**src/rtl/bridge_uart_rx.sv**
```systemverilog
// UART receiver for the bridge link: synchronizes rx, frames start/data/stop bits
// LSB first, and presents each good word through a one-deep valid/ready holding register.
module bridge_uart_rx #(
  parameter int CLKS_PER_BIT = 434,
  parameter int DATA_WIDTH   = 8
) (
  input  logic                  clock,
  input  logic                  rst,
  input  logic                  rx,
  output logic [DATA_WIDTH-1:0] data_out,
  output logic                  data_valid,
  input  logic                  data_ready,
  output logic                  frame_error,
  output logic                  overrun,
  output logic                  busy
);

  localparam int CW = $clog2(CLKS_PER_BIT);
  localparam int IW = (DATA_WIDTH > 1) ? $clog2(DATA_WIDTH) : 1;

  localparam logic [CW-1:0] BIT_END  = CW'(CLKS_PER_BIT - 1);
  localparam logic [CW-1:0] HALF_END = CW'((CLKS_PER_BIT / 2) - 1);
  localparam logic [IW-1:0] LAST_IDX = IW'(DATA_WIDTH - 1);

  typedef enum logic [2:0] {
    IDLE,
    START,
    DATA,
    STOP,
    WAIT_IDLE
  } state_t;

  state_t                state_q;
  logic                  rx_meta_q;
  logic                  rxs_q;
  logic [CW-1:0]         cnt_q;
  logic [CW-1:0]         cnt_d;
  logic [IW-1:0]         idx_q;
  logic [IW-1:0]         idx_d;
  logic [DATA_WIDTH-1:0] shift_q;
  logic [DATA_WIDTH-1:0] data_out_q;
  logic                  data_valid_q;
  logic                  frame_error_q;
  logic                  overrun_q;
  logic                  handshake_d;

  always_comb begin
    cnt_d       = cnt_q + 1'b1;
    idx_d       = idx_q + 1'b1;
    handshake_d = data_valid_q & data_ready;
  end

  always_ff @(posedge clock) begin
    if (rst) begin
      state_q       <= IDLE;
      rx_meta_q     <= 1'b1;
      rxs_q         <= 1'b1;
      cnt_q         <= '0;
      idx_q         <= '0;
      shift_q       <= '0;
      data_out_q    <= '0;
      data_valid_q  <= 1'b0;
      frame_error_q <= 1'b0;
      overrun_q     <= 1'b0;
    end else begin
      rx_meta_q     <= rx;
      rxs_q         <= rx_meta_q;
      frame_error_q <= 1'b0;
      overrun_q     <= 1'b0;

      // A frame completing in this cycle overrides this clear further down.
      if (handshake_d) begin
        data_valid_q <= 1'b0;
      end

      case (state_q)
        IDLE: begin
          if (!rxs_q) begin
            cnt_q   <= '0;
            state_q <= START;
          end
        end

        START: begin
          if (cnt_q == HALF_END) begin
            cnt_q <= '0;
            if (!rxs_q) begin
              idx_q   <= '0;
              state_q <= DATA;
            end else begin
              state_q <= IDLE;
            end
          end else begin
            cnt_q <= cnt_d;
          end
        end

        DATA: begin
          if (cnt_q == BIT_END) begin
            shift_q[idx_q] <= rxs_q;
            cnt_q          <= '0;
            if (idx_q == LAST_IDX) begin
              state_q <= STOP;
            end else begin
              idx_q <= idx_d;
            end
          end else begin
            cnt_q <= cnt_d;
          end
        end

        STOP: begin
          if (cnt_q == BIT_END) begin
            cnt_q <= '0;
            if (rxs_q) begin
              state_q <= IDLE;
              // Accept into an empty register or one being drained this same cycle.
              if (!data_valid_q || data_ready) begin
                data_out_q   <= shift_q;
                data_valid_q <= 1'b1;
              end else begin
                overrun_q <= 1'b1;
              end
            end else begin
              frame_error_q <= 1'b1;
              state_q       <= WAIT_IDLE;
            end
          end else begin
            cnt_q <= cnt_d;
          end
        end

        WAIT_IDLE: begin
          if (rxs_q) begin
            state_q <= IDLE;
          end
        end

        default: state_q <= IDLE;
      endcase
    end
  end

  assign data_out    = data_out_q;
  assign data_valid  = data_valid_q;
  assign frame_error = frame_error_q;
  assign overrun     = overrun_q;
  assign busy        = (state_q != IDLE);

endmodule

```
**config.mk**
```make
export PLATFORM = sky130hd
export DESIGN_NAME = bridge_uart_rx
export DESIGN_NICKNAME = d
export VERILOG_FILES = /design/src/rtl/bridge_uart_rx.sv
export SDC_FILE = /design/constraint.sdc
export NUM_CORES = 1
export LEC_CHECK = 0
export CAP_MARGIN = 40
export CORE_AREA = 2 2 71 80
export DETAILED_ROUTE_END_ITERATION = 10
export DIE_AREA = 0 0 73 82
export GPL_ROUTABILITY_DRIVEN = 0
export GPL_TIMING_DRIVEN = 1
export PLACE_DENSITY_LB_ADDON = 0.25
export SETUP_SLACK_MARGIN = 0.2
export SLEW_MARGIN = 5
export SYNTH_ARGS = -nofsm -noshare
export SYNTH_HDL_FRONTEND = slang
export SYNTH_SLANG_ARGS = --single-unit
```
**constraint.sdc**
```tcl
create_clock -name clock -period 3.6 [get_ports clock]
set_input_delay 0.72 -clock clock [delete_from_list [all_inputs] [get_ports clock]]
set_output_delay 0.72 -clock clock [all_outputs]
set_load 0.02 [all_outputs]
```
# --- Word level (Yosys, flattened, before mapping) ---
# Cells that the tools add are included.
op_classes:
  add_sub_neg: 2
  n_lt_le_gt_ge: 2
  eq_ne: 15
  muxes: 28
  bitwise_logic: 4
  reduce_logical: 15
ops:
  columns: ["op", "n"]
  rows:
  - ["$mux 3", 11]
  - ["$mux 9", 3]
  - ["$pmux 9 s3", 1]
  - ["$ne 2x2->1 const B", 8]
  - ["$pmux 3 s5", 1]
  - ["$add 9x1->9 const B", 1]
  - ["$eq 9x8->1 const B", 1]
  - ["$eq 9x9->1 const B", 1]
  - ["$bwmux 8", 1]
  - ["$mux 1", 8]
  - ["$eq 3x2->1 const B", 2]
  - ["$eq 3x3->1 const B", 2]
  - ["$pmux 3 s2", 1]
  - ["$reduce_and 6->1", 1]
  - ["$reduce_bool 3->1", 2]
  - ["$reduce_and 5->1", 1]
  - ["$lt 3x4->1 const B", 1]
  - ["$reduce_and 2->1", 2]
  - ["$reduce_and 4->1", 1]
  - ["$reduce_or 4->1", 1]
  - ["$add 3x1->3 const B", 1]
  - ["$demux 1 s3", 1]
  - ["$eq 3x1->1 const B", 1]
  - ["$ge 3x1->1 const B", 1]
  - ["10 further kinds", 12]
word_totals:
  reg_bits: 36
  input_bits: 4
  out_inout_bits: 12

# --- Longest topological paths before layout ---
# Gate-level depths: netlist (run 1).
depth:
  depth_word: 6
  ltp_mapped: 7

# --- Least setup slack after synthesis (run 1) ---
# Ideal clock, no wire load.
synth_path:
  kind: "register to register"
  start: "reg cnt_q[0]"
  end: "reg state_q[1]"
  t_arrival_ps: 1615
  slack_ps: 1864
  stages_incl_launch_ff: 7
  n_path_buf: 0
  path_cell_list: "dfxtp_1 -> inv_1 -> ha_1 -> nand2_1 -> o41a_1 -> a211o_1 -> mux2_4"
synth_via:
  elab_chain_cells: 3
  word_cells_on_any_way: 6
  classes_between: "eq/ne: 5; reduce/logical: 1"
synth_rtl:
  columns: ["item", "line_no", "text"]
  rows:
  - ["start, declared", "36", "logic [CW-1:0] cnt_q;"]
  - ["start signal, assigned", "94", "cnt_q <= cnt_d;"]
  - ["start signal, assigned", "108", "cnt_q <= cnt_d;"]
  - ["start signal, assigned", "129", "cnt_q <= cnt_d;"]
  - ["$eq 9x9->1 or $eq 9x8->1 (tied branches)", "99, 113, 85", null]
  - ["$ne 2x2->1 (no source line)", null, null]
  - ["$reduce_and 6->1 (no source line) *", null, null]
  - ["end signal, assigned", "103", "state_q <= STOP;"]
  - ["end signal, assigned", "116", "state_q <= IDLE;"]
  - ["end signal, assigned", "126", "state_q <= WAIT_IDLE;"]
  - ["end, declared", "33", "state_t state_q;"]
# Every way passes the cells marked *; elsewhere a longest branch is shown, timed or not.
# A chain may end at the register's enable or synchronous reset.

# --- Worst setup path in the final report (run 1) ---
layout_path:
  start: "reg state_q[0]"
  end: "out busy"
layout_via:
  elab_chain_cells: 1
layout_rtl:
  columns: ["item", "line_no", "text"]
  rows:
  - ["start signal, assigned", "55", "state_q <= IDLE;"]
  - ["start signal, assigned", "80", "state_q <= START;"]
  - ["start signal, assigned", "89", "state_q <= DATA;"]
  - ["$reduce_bool 3->1", "148", "assign busy = (state_q != IDLE);"]
  - ["end, declared", "15", "output logic busy"]
# Every way passes these cells.

==> results of run 1 <==
## area by class of cell
class / instances / area [um2] / share of cell area (%)
well taps: 60 / 75.1 / 3.45
clock inverters: 3 / 42.5 / 1.96
clock buffers: 5 / 68.8 / 3.16
multi-input cells: 162 / 1070 / 49.3
inverters: 4 / 15.0 / 0.690
flip-flops and latches: 36 / 721 / 33.1
repair buffers: 19 / 180 / 8.29
## layout by cell type (no fill, tap or decap), types with 2 or more instances in the layout
cell              n
nor2_1           18
buf_4             3
ha_1              5
and2_1            3
nor2b_1           7
nand2b_1          6
nor3b_1           2
inv_1             4
mux2i_1           8
o31ai_1           5
o22ai_1           6
nor3_1            5
or2_2             2
o211ai_1          3
a21oi_1          22
nand3_1           5
nand2_1          13
clkdlybuf4s50_1  15
mux2_4            2
nand4_1           9
nand4b_1          8
clkbuf_8          5
or3_1             2
o21a_1            3
dfxtp_1          36
o21ai_0           9
## worst max-delay path: cells and delay by family, from the launching register on
kind / cells / cell delay (ns)
flip-flops: 1 / 0.40
AND/OR/NAND/NOR: 1 / 0.40
buffers and inverters: 1 / 0.54
## cells by family after synthesis
kind of cell | after synthesis
AND/OR/NAND/NOR | 90
AO/OA/AOI/OAI | 56
flip-flops | 36
buffers and inverters | 26
multiplexers | 10
adder cells (fa/ha/maj) | 5
XOR/XNOR | 1
## report_power, final
group | internal (uW) | leakage, uW | switching (uW)
Clock | 205 | 0.0000541 | 148
Sequential | 401 | 0.000291 | 5.83
Combinational | 15.4 | 0.000380 | 24.7
Total | 621 | 0.000724 | 179
## state kept, by name, indices dropped and copies added, names as in the netlist
register     cells
shift_q          8
cnt_q            9
frame_error      1
rx_meta_q        1
idx_q            3
state_q          3
data_out         8
overrun          1
rxs_q            1
data_valid       1
## final timing paths
kind	depth (start not counted)	start	slack (ns)	end
worst max register to register	6	cnt_q[1]$_SDFFE_PP0P_	1.51	state_q[1]$_SDFFE_PP0P_
worst max-delay path	2	state_q[0]$_SDFFE_PP0P_	1.26	busy
worst min-delay path	1	rx_meta_q$_SDFF_PP1_	0.42	rxs_q$_SDFF_PP1_
worst min register to register	1	rx_meta_q$_SDFF_PP1_	0.42	rxs_q$_SDFF_PP1_
## synthesized netlist by cell type, drive strengths merged, types with 2 or more instances
master | instances | area share, %
o21a | 3 | 1.2
nand2 | 13 | 2.6
o211ai | 3 | 1.2
or2 | 2 | 0.66
buf | 10 | 2.6
ha | 5 | 3.3
nand2b | 6 | 2.0
nor3b | 2 | 0.79
nand4 | 9 | 3.0
nor2b | 7 | 2.3
nor3 | 5 | 1.3
mux2i | 8 | 4.2
o22ai | 6 | 2.0
nand4b | 8 | 3.7
dfxtp | 36 | 38
nor4 | 2 | 0.99
mux2 | 2 | 1.6
nand3b | 2 | 1.5
clkbuf | 12 | 2.4
o21ai | 10 | 2.6
or3 | 2 | 0.66
a21oi | 22 | 5.8
nand3 | 5 | 1.3
and2 | 3 | 0.99
inv | 4 | 0.79
nor2 | 18 | 3.6
o31ai | 5 | 2.0
## per-layer routing
| layer | vias up | share of wire, % | track usage (%) |
|---|---|---|---|
| met1 | 731 | 49 | 17.7 |
| met3 | 4 | 2.2 | 3.68 |
| met4 | 0 | 0.94 | 5.74 |
| li1 | 824 | - | - |
| met5 | - | 0 | 0 |
| met2 | 17 | 48 | 22.5 |
## metrics by stage
step | instance area [um2] | util [%] | power (uW) | worst slack (ns)
after detailed placement | 2060 | 39.4 | 456 | 1.33
final | 2170 | 41.7 | 800 | 1.26
after floorplan | 1900 | - | 445 | 1.86
after CTS | 2170 | 41.5 | 814 | 1.23
after global routing | 2170 | 41.7 | 835 | 1.19
after global placement | 2060 | 39.4 | 456 | 1.35
==> impl_results.rst, run 1 <==
.. list-table::
   :header-rows: 1

   * - Metric
     - Value
   * - Die Outline Area
     - roughly 6000 um2
   * - RSZ-0062 raised after global routing
     - false
   * - Number of buffers added by the clock tree synthesis step
     - 5
   * - Vias/cell
     - about 5.5
   * - Static Leak
     - 0.000724 uW
   * - Max H-tree Level
     - 2
   * - Gate count of the mapped netlist
     - about 220
   * - Grt ovf
     - 0
   * - Multiplexer fraction of the synthesized cell area
     - 5.81%
   * - Pin count of the biggest net entering global routing
     - 22
   * - Number of synthesized flops with an enable pin
     - 0
   * - Num ports
     - 16
   * - FF+latch count, synth
     - 36
   * - Count of filler cells inserted in the layout
     - 534
   * - Number of vias in the routed layout
     - 1576
   * - Number of cells in the finished layout apart from fillers
     - a little under 300
   * - Number of placement rows
     - 28
   * - Area Overhead vs Synth
     - 14.7%
   * - Yosys cell types
     - between 40 and 50
   * - Worst Max-Slew Pin Slew
     - 0.707 ns
   * - Fmax achieved
     - 0.427 GHz
   * - Net count after synthesis
     - 233
   * - Total inserted antenna cells
     - 0
   * - Cell count after placement
     - 280
   * - Global-route wire length before repair
     - 6510 um
   * - Routed wire per std cell
     - 13.2 um
   * - Slowest stage delay, CP
     - 0.54 ns
   * - Peak supply drop
     - between 0.15 and 0.2 mV
   * - Total setup buffers inserted after CTS
     - 0
   * - Overall routing resource usage
     - between 10 and 15%
   * - Final hold violation count
     - 0
   * - Cell Area, Synth
     - 1900 um2
   * - Critical path endpoint category
     - primary output
   * - Share of the synthesized area in compound gates (AO/OA/AOI/OAI)
     - a little under a fifth
   * - Nets
     - 237
   * - Areal power density over the cells
     - 368 nW/um2
   * - Clock-pin slew on the worst setup and hold paths
     - about 0.07 ns
   * - Class of the tightest hold or removal check
     - reg2reg
   * - Max Clock Skew
     - just under 0.005 ns
   * - Count of max-cap constraint violations
     - 0
   * - Critical path start-end classification
     - reg2out
   * - Die boundary width
     - 73 um
   * - Half-perimeter wire length after detailed placement
     - 2640 um
   * - Clock tree from TritonCTS
     - built
   * - Sequential-to-total area share from yosys stat
     - roughly two fifths
   * - Minimum clock period
     - 2.34 ns
   * - Final setup violation count
     - 0
   * - Insertion delay of the later-clocked pin in the worst-skew pair
     - 0.29 ns
   * - Worst Path Required
     - about 2.9 ns
   * - Outcome
     - finished clean
   * - Maximum count of clock buffers along a single path
     - 2
   * - Number of nets with antenna violations after routing
     - 0
   * - Largest driver fanout on the critical path
     - 10
   * - Number of gates resized after cts
     - 0
   * - Number of buffers inserted by hold repair at cts
     - 0
   * - DRC violation count after routing
     - 0
   * - Worst-path cell with the longest stage delay
     - clkdlybuf4s50_1
   * - Drt initial violations
     - a little under 70
   * - Std-Cell Core Area
     - 5220 um2
   * - Vias in the first global route
     - ~1.4k
   * - Root buffer cell
     - clkbuf_8
   * - Critical path launch point type
     - register
   * - Vertical die dimension
     - slightly above 80 um
   * - Arrival time at the worst endpoint
     - 1.62 ns
   * - Count of buffers inserted at the top-level ports
     - 15
   * - Warnings from Yosys
     - 0
   * - Period utilization
     - 65.0%
   * - TritonRoute pass-1 iters
     - 4
   * - Adder and majority cell fraction of the synthesized area
     - 3.30%
   * - Starting Density
     - around 36%
   * - Hold_ws
     - 0.417 ns
   * - Post-synthesis area per instance
     - 8.46 um2
   * - Prevailing post-synth register cell
     - dfxtp_1
   * - Total Neg Setup Slack
     - 0 ns
   * - Sinks on Clock Net
     - 36
   * - Worst max-slew margin expressed relative to the limit
     - roughly 53%
   * - Final slew viol count
     - 0
   * - Number of antenna violations at the first check in global routing
     - 0
   * - Final wirelength
     - 3830 um
   * - Dominant combinational cell family by area after synthesis
     - simple AND/OR/NAND/NOR gates
   * - Share of post-route cells with drive strength above 1
     - 9.17%
   * - Fraction of synthesized cell area in xor and xnor cells
     - 0.462%
   * - Share of flip-flops with an asynchronous set or reset
     - 0%
   * - Area share of and/or/nand/nor cells after synthesis
     - 28.6%
   * - Cells along the critical path
     - or3_1, clkdlybuf4s50_1
Note: power is estimated with default switching activity, not from simulation.
==> inputs of run 2 (changes only) <==
Clock period 3.6 ns to 2.2 ns, I/O delays scaled along.
==> impl_results.rst, run 2 (synthesis gave the netlist of run 1 again) <==
.. list-table::
   :header-rows: 1

   * - Metric
     - Value
   * - Outcome
     - finished clean
   * - Final wirelength
     - 4080 um (+6.6%)
   * - Minimum clock period
     - 1.86 ns
   * - Critical path start-end classification
     - reg2reg
   * - Vertical die dimension
     - 82 um (unchanged)
   * - Total inserted antenna cells
     - 0 (unchanged)
   * - Hold Startpoint
     - rx_meta_q$_SDFF_PP1_
   * - Fmax achieved
     - 0.537 GHz
   * - Insertion delay of the later-clocked pin in the worst-skew pair
     - 0.29 ns (about the same)
   * - TritonRoute pass-1 iters
     - 4 (unchanged)
   * - Global-route wire length before repair
     - 7000 um (+7.5%)
   * - Overall routing resource usage
     - 14.9% (+0.88 points)
   * - Maximum count of clock buffers along a single path
     - 2 (unchanged)
   * - Critical path launch point type
     - register
   * - Worst min-delay path endpoint
     - rxs_q$_SDFF_PP1_
   * - Number of nets with antenna violations after routing
     - 0 (unchanged)
   * - Static Leak
     - 0.000754 uW (+4.1%)
   * - Root buffer cell
     - clkbuf_8
   * - Final hold violation count
     - 0 (unchanged)
   * - Max Clock Skew
     - 0.0104 ns (+0.00556 ns)
   * - Clock-pin slew on the worst setup and hold paths
     - 0.08 ns (about the same)
   * - Clock tree from TritonCTS
     - built
   * - Number of buffers added by the clock tree synthesis step
     - 5 (unchanged)
   * - Worst Max-Slew Pin Slew
     - 0.564 ns (-0.143 ns)
   * - Number of vias in the routed layout
     - 1614 (+2.4%)
   * - Worst Path Required
     - 2.38 ns (-0.50 ns)
   * - Critical path endpoint category
     - register
   * - Die Outline Area
     - 5990 um2 (unchanged)
   * - Period utilization
     - 84.6%
   * - Max H-tree Level
     - 2 (unchanged)
   * - Nets
     - 243 (+2.5%)
   * - Count of max-cap constraint violations
     - 0 (unchanged)
   * - Final setup violation count
     - 0 (unchanged)
   * - Peak supply drop
     - 0.374 mV (+110%)
   * - Grt ovf
     - 0 (unchanged)
   * - Leading cell type in the layout, fill and taps excluded
     - dfxtp_1
   * - Arrival time at the worst endpoint
     - 2.04 ns (+0.42 ns)
   * - Worst-path cell with the longest stage delay
     - dfxtp_1
   * - Slowest stage delay, CP
     - 0.40 ns (-0.14 ns)
   * - Routed wire per std cell
     - 13.8 um (+4.4%)
   * - Largest driver fanout on the critical path
     - 6 (-4)
   * - Die boundary width
     - 73 um (unchanged)
   * - Std-Cell Core Area
     - 5220 um2 (unchanged)
   * - Worst R2R End
     - state_q[1]$_SDFFE_PP0P_
   * - Hold Path Depth
     - 1 (unchanged)
   * - Drt initial violations
     - 73 (+5.8%)
   * - Number of antenna violations at the first check in global routing
     - 0 (unchanged)
   * - Vias in the first global route
     - 1506 (+6.5%)
   * - Share of post-route cells with drive strength above 1
     - 11.5% (+2.3 points)
   * - Vias/cell
     - 5.47 (+0.33%)
   * - Utilization after layout
     - 42.0% (+0.38 points)
   * - Sinks on Clock Net
     - 36 (unchanged)
   * - Flip-flop count of the largest register, all copies and words added
     - 9 (unchanged)
   * - Pin count of the biggest net entering global routing
     - 23 (+4.5%)
   * - Starting Density
     - 36.3% (unchanged)
   * - Class of the tightest hold or removal check
     - reg2reg
   * - Worst flop-to-flop path startpoint
     - cnt_q[1]$_SDFFE_PP0P_
   * - Sum of buffers and inverters on the critical path
     - 1 (unchanged)
   * - Cells along the critical path
     - inv_1, ha_1, and4bb_2, a21oi_1, a211o_1, mux2_4
   * - Commonest cells after routing, fill and taps aside
     - dfxtp_1 (36), a21oi_1 (22), nor2_1 (18), clkdlybuf4s50_1 (14), nand2_1 (13)
   * - Areal power density over the cells
     - 547 nW/um2 (+49%)
   * - DRC violation count after routing
     - 0 (unchanged)
   * - Half-perimeter wire length after detailed placement
     - 2830 um (+6.9%)
   * - Number of placement rows
     - 28 (unchanged)
   * - Number of buffers inserted by hold repair at cts
     - 0 (unchanged)
   * - Count of buffers inserted at the top-level ports
     - 15 (unchanged)
   * - Total Neg Setup Slack
     - 0 ns (unchanged)
   * - Gate family responsible for the most delay along the worst path
     - compound AO/OA/AOI/OAI gates
   * - Num ports
     - 16 (unchanged)
   * - Final slew viol count
     - 0 (unchanged)
   * - Worst reg-to-reg setup slack
     - 0.34 ns (-1.17 ns)
   * - Worst max-slew margin expressed relative to the limit
     - 61.9% (+9.2 points)
   * - RSZ-0062 raised after global routing
     - false
   * - Register bank with the most flops
     - cnt_q
   * - Number of cell instances on the worst register-to-register path
     - 6 (unchanged)
   * - Area Overhead vs Synth
     - 15.8%
==> run 2: metrics by stage <==
step	power, uW	hold WS [ns]	area [um2]	instances	setup slack [ns]
3_3_place_gp	753	0.393	2110	287	0.373
3_5_place_dp	752	0.398	2110	287	0.337
5_1_grt	1260	0.437	2190	295	0.214
6_report	1200	0.413	2190	295	0.339
4_1_cts	1210	0.416	2190	295	0.338
2_1_floorplan	728	0.389	1900	224	0.464
==> run 2: how the worst max path moves through the flow <==
stage                                  from                       end  cells past startpoint
floorplan             cnt_q[0]$_SDFFE_PP0P_   state_q[1]$_SDFFE_PP0P_                      6
global placement                 data_ready  data_out[3]$_SDFFE_PP0P_                      6
detailed placement               data_ready  data_out[6]$_SDFFE_PP0P_                      6
CTS                 state_q[0]$_SDFFE_PP0P_                      busy                      2
global route          cnt_q[1]$_SDFFE_PP0P_   state_q[1]$_SDFFE_PP0P_                      6
finish                cnt_q[1]$_SDFFE_PP0P_   state_q[1]$_SDFFE_PP0P_                      6
==> run 2: metal layers <==
| metal | global-route usage [%] | vias up | part of all wire, % |
|---|---|---|---|
| li1 | - | 832 | - |
| met2 | 25.2 | 17 | 48 |
| met5 | 0 | - | 0 |
| met1 | 18.4 | 759 | 49 |
| met3 | 3.68 | 6 | 2.2 |
| met4 | 4.81 | 0 | 1.0 |
==> run 2: power breakdown <==
| part | total, uW | leakage, uW | internal (uW) | switching, uW |
|---|---|---|---|---|
| clock | 464 | 0.0000479 | 221 | 243 |
| sequential | 663 | 0.000291 | 656 | 7.01 |
| combinational | 72.9 | 0.000415 | 27.8 | 45.0 |
| total | 1200 | 0.000754 | 904 | 295 |
==> run 2: layout make-up <==
class	instances	area [um2]
Clock buffer	5	68.8
Clock inverter	3	18.8
Tap cell	60	75.1
Fill cell	520	3030
Multi-Input combinational cell	162	1070
Sequential cell	36	721
Inverter	4	15.0
Timing Repair Buffer	25	224
==> run 2: timing repair <==
item                       in CTS  in global routing
buffers inserted                0                  0
setup endpoints to repair       1                  0
resized for setup               1                  0
